## src/rtl/syncnt_seq_if.sv

```systemverilog
// Control/status bundle between the sequencer and its loadable counter plus the host side.
// master = sequencer view, slave = host/counter view.
interface syncnt_seq_if #(
    parameter int W     = 3,
    parameter int WRAPW = 8
);
    logic             start;
    logic             stop;
    logic             mode;
    logic [W-1:0]     start_val;
    logic [W-1:0]     end_val;
    logic [W-1:0]     cnt_q;
    logic             cnt_en;
    logic             cnt_load;
    logic [W-1:0]     cnt_d;
    logic             busy;
    logic             done;
    logic             err;
    logic [WRAPW-1:0] wrap_cnt;

    modport master (
        input  start, stop, mode, start_val, end_val, cnt_q,
        output cnt_en, cnt_load, cnt_d, busy, done, err, wrap_cnt
    );

    modport slave (
        output start, stop, mode, start_val, end_val, cnt_q,
        input  cnt_en, cnt_load, cnt_d, busy, done, err, wrap_cnt
    );
endinterface

```

## src/rtl/syncnt_seq.sv

```systemverilog
// Sequencer running a loadable counter from start_val to end_val (one-shot or periodic) with shadow checking.
// Latency: start at edge N -> load in cycle N+1 -> first count seen N+2; no backpressure, stop aborts to IDLE.
module syncnt_seq #(
    parameter int W     = 3,
    parameter int WRAPW = 8
) (
    input  logic          clk,
    input  logic          rst,
    syncnt_seq_if.master  bus
);
    typedef enum logic [1:0] {IDLE, LOAD, RUN, DONE} state_t;

    localparam logic [WRAPW-1:0] WRAP_MAX = '1;

    state_t           state;
    logic [W-1:0]     sv;
    logic [W-1:0]     ev;
    logic             md;
    logic [W-1:0]     exp_q;
    logic             err_q;
    logic [WRAPW-1:0] wrap_q;

    logic             match;
    logic             at_end;
    logic             reload;
    logic             load_s;
    logic [WRAPW-1:0] wrap_inc;

    assign match    = (bus.cnt_q == exp_q);
    assign at_end   = (bus.cnt_q == ev);
    // Periodic reload is the only output that looks at the live counter value.
    assign reload   = (state == RUN) && match && at_end && md;
    assign load_s   = (state == LOAD) || reload;
    assign wrap_inc = (wrap_q == WRAP_MAX) ? wrap_q : wrap_q + 1'b1;

    assign bus.cnt_en   = (state == LOAD) || (state == RUN);
    assign bus.cnt_load = load_s;
    assign bus.cnt_d    = load_s ? sv : '0;
    assign bus.busy     = (state == LOAD) || (state == RUN);
    assign bus.done     = (state == DONE) && !bus.stop;
    assign bus.err      = err_q;
    assign bus.wrap_cnt = wrap_q;

    always_ff @(posedge clk) begin
        if (rst) begin
            state  <= IDLE;
            sv     <= '0;
            ev     <= '0;
            md     <= 1'b0;
            exp_q  <= '0;
            err_q  <= 1'b0;
            wrap_q <= '0;
        end else begin
            case (state)
                IDLE: begin
                    if (bus.start && !bus.stop) begin
                        sv     <= bus.start_val;
                        ev     <= bus.end_val;
                        md     <= bus.mode;
                        err_q  <= 1'b0;
                        wrap_q <= '0;
                        state  <= LOAD;
                    end
                end
                LOAD: begin
                    if (bus.stop) begin
                        state <= IDLE;
                    end else begin
                        exp_q <= sv;
                        state <= RUN;
                    end
                end
                RUN: begin
                    if (bus.stop) begin
                        state <= IDLE;
                    end else if (!match) begin
                        err_q <= 1'b1;
                        state <= IDLE;
                    end else if (!at_end) begin
                        exp_q <= exp_q + 1'b1;
                    end else if (md) begin
                        exp_q  <= sv;
                        wrap_q <= wrap_inc;
                    end else begin
                        state <= DONE;
                    end
                end
                DONE: begin
                    // An abort landing on the completion cycle suppresses the period count too.
                    if (!bus.stop) begin
                        wrap_q <= wrap_inc;
                    end
                    state <= IDLE;
                end
                default: state <= IDLE;
            endcase
        end
    end
endmodule

```

## src/flat_wrapper.sv

```systemverilog
// flat-port wrapper written by rule: the top's interface ports become plain ports
module syncnt_seq_flat 
#(
    parameter int W     = 3,
    parameter int WRAPW = 8
)
  (clk, rst, bus_start, bus_stop, bus_mode, bus_start_val, bus_end_val, bus_cnt_q, bus_cnt_en, bus_cnt_load, bus_cnt_d, bus_busy, bus_done, bus_err, bus_wrap_cnt);
  syncnt_seq_if #(.W(W), .WRAPW(WRAPW)) bus_i ();
  input  logic clk;
  input  logic rst;
  input wire logic [$bits(bus_i.start)-1:0] bus_start;
  input wire logic [$bits(bus_i.stop)-1:0] bus_stop;
  input wire logic [$bits(bus_i.mode)-1:0] bus_mode;
  input wire logic [$bits(bus_i.start_val)-1:0] bus_start_val;
  input wire logic [$bits(bus_i.end_val)-1:0] bus_end_val;
  input wire logic [$bits(bus_i.cnt_q)-1:0] bus_cnt_q;
  output wire logic [$bits(bus_i.cnt_en)-1:0] bus_cnt_en;
  output wire logic [$bits(bus_i.cnt_load)-1:0] bus_cnt_load;
  output wire logic [$bits(bus_i.cnt_d)-1:0] bus_cnt_d;
  output wire logic [$bits(bus_i.busy)-1:0] bus_busy;
  output wire logic [$bits(bus_i.done)-1:0] bus_done;
  output wire logic [$bits(bus_i.err)-1:0] bus_err;
  output wire logic [$bits(bus_i.wrap_cnt)-1:0] bus_wrap_cnt;
  assign bus_i.start = bus_start;
  assign bus_i.stop = bus_stop;
  assign bus_i.mode = bus_mode;
  assign bus_i.start_val = bus_start_val;
  assign bus_i.end_val = bus_end_val;
  assign bus_i.cnt_q = bus_cnt_q;
  assign bus_cnt_en = bus_i.cnt_en;
  assign bus_cnt_load = bus_i.cnt_load;
  assign bus_cnt_d = bus_i.cnt_d;
  assign bus_busy = bus_i.busy;
  assign bus_done = bus_i.done;
  assign bus_err = bus_i.err;
  assign bus_wrap_cnt = bus_i.wrap_cnt;
  syncnt_seq #(.W(W), .WRAPW(WRAPW)) u_core (.clk(clk), .rst(rst), .bus(bus_i));
endmodule
```

## config.mk

```make
export PLATFORM = sky130hd
export DESIGN_NAME = syncnt_seq_flat
export DESIGN_NICKNAME = d
export VERILOG_FILES = /design/src/rtl/syncnt_seq_if.sv /design/src/rtl/syncnt_seq.sv /design/src/flat_wrapper.sv
export SDC_FILE = /design/constraint.sdc
export NUM_CORES = 1
export LEC_CHECK = 0
export ABC_AREA = 1
export CORE_AREA = 2 2 45 78
export DETAILED_ROUTE_END_ITERATION = 16
export DIE_AREA = 0 0 47 80
export GPL_TIMING_DRIVEN = 0
export PLACE_DENSITY = 0.85
export SLEW_MARGIN = 20
export SYNTH_ARGS = -nofsm -noshare
export SYNTH_HDL_FRONTEND = slang
export SYNTH_SLANG_ARGS = --single-unit
```

## constraint.sdc

```tcl
create_clock -name clk -period 2.21 [get_ports clk]
set_input_delay 0.663 -clock clk [delete_from_list [all_inputs] [get_ports clk]]
set_output_delay 0.663 -clock clk [all_outputs]
set_load 0.05 [all_outputs]
```

==> run summary <==
synth top area cells: dfxtp_1 (28%), nand2_1 (17%), inv_1 (6.2%), a21oi_1 (5.9%), ha_1 (5.8%)
area of the core: 0.003108 mm^2
Slew @ Worst Pin: 0.5132 ns
area leader, netlist: dfxtp_1
critical path cell sequence: buf_12, xnor2_4, nand3_2, inv_2, nand2_4, nand2_4, nand2_8, nor2_4, buf_6
pwr dens: 1034 mW/mm^2
most common cell after layout, fill and taps aside: nand2_1
CTS Root Cell: clkbuf_8
Post-Place Cells: 301
critical path class: input port to output port
failing checks: negative setup slack
Initial Utilization: 48.75%
GP Congestion: 0.8646
Worst path slowest cell: xnor2_4
drt pass-1 iters: 4
WP data required: 1.55 ns
Arr. time, crit path: 1.63 ns
DRC Markers: 0
largest net degree at the start of global routing: 13
clock skew: 0.004968 ns
Max H-tree Level: 1
Net Sw Power: 0.001205 W
commonest non-fill, non-tap cells in the layout: nand2_1 (55), buf_4 (26), nor2_1 (20)
slew margin rel.: 65.73%
Worst setup SP type: input port
final setup vio count: 4
Design Power: 0.002383 W
Mapped Area: 0.001515 mm^2
Slew Limit Fails: 0
post-synthesis net count: 251
Most common cell on crit path: nand2_4
leakage power: 1.012 nW
crit-path max cell delay: 0.16 ns
Setup TNS: -0.2916 ns
DR iter-0 viols: 65
main combinational cell family by area after synthesis: simple AND/OR/NAND/NOR gates
Compound-Gate Fraction of Synth Area: 14.37%
die width: 47 um
number of vias per cell: 5.341
global-route wire length before repair: 7.189 mm
Syn Area/Cell: 6.588 um^2
drt total wl: 4.576 mm
instance count of the mapped netlist: 230
worst reg2reg setup slack: 0.10 ns
buffers added on ports: 28
top cell type's share of synthesized area: 27.75%
Cell Count, Final, Fillers Out: 331
Synth Warn #: 0
cts hold-fix bufs: 0
TritonCTS clock tree: built
switching share of power: 50.57%
Hold Crit Class: flip-flop to flip-flop
via count: 1,768
IR drop worst, VDD: 0.7544 mV
post-synthesis mux area share: 0%
Num Clock Sinks: 21
Pint: 0.001178 W
nets: 310
Yosys reg bits: 21
simple logic cell fraction of the synthesized area: 40.30%
Max Fclk: 0.4363 GHz
total track usage: 26.14%
minimum clock period: 2.292 ns
GRT overflow: 0
FP Rows: 27
vias in the first global route: 1,691
post-place setup slack: -1.297 ns
sequential power share: 24.0%
register area share after synthesis: 27.75%
Detail Route Antenna Nets: 0
DP HPWL: 2.712 mm
Fin. Hold Viols: 0
placed instance area: 0.001916 mm^2
Post-Synth Adder-Cell Area: 5.780%
Die Y: 80 um
Area Growth Syn to Fin: 52.11%
I/O pin cnt: 30
DR WL/cell: 13.82 um
Synth Area in XOR/XNOR: 2.230%
Tcrit/Tclk final: 103.7%
diode count: 0
clock buffer depth: 2
Reg clk slew, reported paths: 0.09 ns
setup ws final: -0.08225 ns
CTS Buf Count: 3
Design Area, Final: 0.002305 mm^2
Clk pwr share: 11.4%
Yosys cell types: 32
die area: 0.003760 mm^2
Logic pwr share: 64.6%
status: finished, violations left
crit-path max FO: 4
max-cap viol count: 0
RSZ-0062 raised after global routing: yes
Worst-Skew Late Latency: 0.27 ns
initial antenna violation count: 0
layout cells sized above 1: 34.72%
CP Capture Type: output port
## metrics by stage
| stage | utilization, % | hold WS [ns] |
|---|---|---|
| after floorplan | - | 0.4441 |
| after global placement | 61.63 | 0.4523 |
| after detailed placement | 61.63 | 0.4664 |
| after CTS | 70.73 | 0.4790 |
| after global routing | 74.15 | 0.5243 |
| final | 74.15 | 0.4814 |
## area by class of cell
cell class | count | area, um^2
fill | 247 | 803.3
multi-input combinational | 174 | 1116
buffer | 6 | 36.28
tap | 43 | 53.80
inverter | 29 | 117.6
clock buffer | 3 | 41.29
timing repair buffer | 54 | 508.0
sequential | 21 | 426.7
clock inverter | 1 | 5.005
## metal layers
metal	vias up	global-route usage, %	wire length, um
li1	850	-	-
met1	834	26.93	1594
met2	65	47.40	2592
met3	19	3.394	208
met4	0	13.33	181
met5	-	0	0
## logic make-up after synthesis
kind of cell             count (synthesis)
AND/OR/NAND/NOR                        128
flip-flops                              21
adder cells (fa/ha/maj)                  7
XOR/XNOR                                 3
buffers and inverters                   35
AO/OA/AOI/OAI                           36
## registers in the layout, indices dropped and copies added, names as in the netlist
register	count
u_core.exp_q	3
u_core.bus.err	1
u_core.sv	3
u_core.md	1
u_core.bus.wrap_cnt	8
u_core.ev	3
u_core.state	2
## final timing paths
kind | depth (start not counted) | start | to
worst max-delay path | 9 | bus_cnt_q[0] | bus_cnt_d[2]
worst min-delay path | 2 | u_core.ev[2] | u_core.ev[2]
worst max register to register | 14 | u_core.exp_q[0] | u_core.state[0]
worst min register to register | 2 | u_core.ev[2] | u_core.ev[2]
## timing repair
| item | CTS | global route |
|---|---|---|
| buffers inserted | 25 | 3 |
| endpoints found under the setup margin | 10 | 12 |
| pin swaps | 10 | 14 |
| gates resized for setup | 78 | 27 |
## power by group through the flow
stage | clock network, W | registers (W) | logic, W
final | 0.000271 | 0.000571 | 0.00154
after detailed placement | 0 | 0.000571 | 0.00131
after global routing | 0.000293 | 0.000582 | 0.00166
after global placement | 0 | 0.000566 | 0.00129
after CTS | 0.000267 | 0.000571 | 0.00143
after floorplan | 0 | 0.000687 | 0.000891
## Yosys cell counts
cell type and instances:
inv_1 25, a21oi_1 18, nand2_2 4, ha_1 7
nor2_1 23, xnor2_2 1, nor3_1 1, nor2_8 1
inv_2 4, nor2_2 3, buf_4 1, nand3b_1 1
a21boi_0 1, o21ai_0 13, nand2_1 69, clkbuf_1 2
nand3_2 2, o21ai_1 1, nand3b_4 1, or2_2 1
nand4_1 6, nand2_4 1, nor2_4 1, nand3_1 13
o21bai_1 1, nand3_4 1, buf_2 2, xnor2_1 2
a21oi_4 1, o2111ai_4 1, dfxtp_1 21, buf_6 1
## worst max-delay path: cells and delay by family
| family | cells | cell delay [ns] |
|---|---|---|
| XOR/XNOR | 1 | 0.16 |
| buffers and inverters | 3 | 0.37 |
| AND/OR/NAND/NOR | 5 | 0.43 |
No activity file was read; power rests on OpenSTA's default activity.
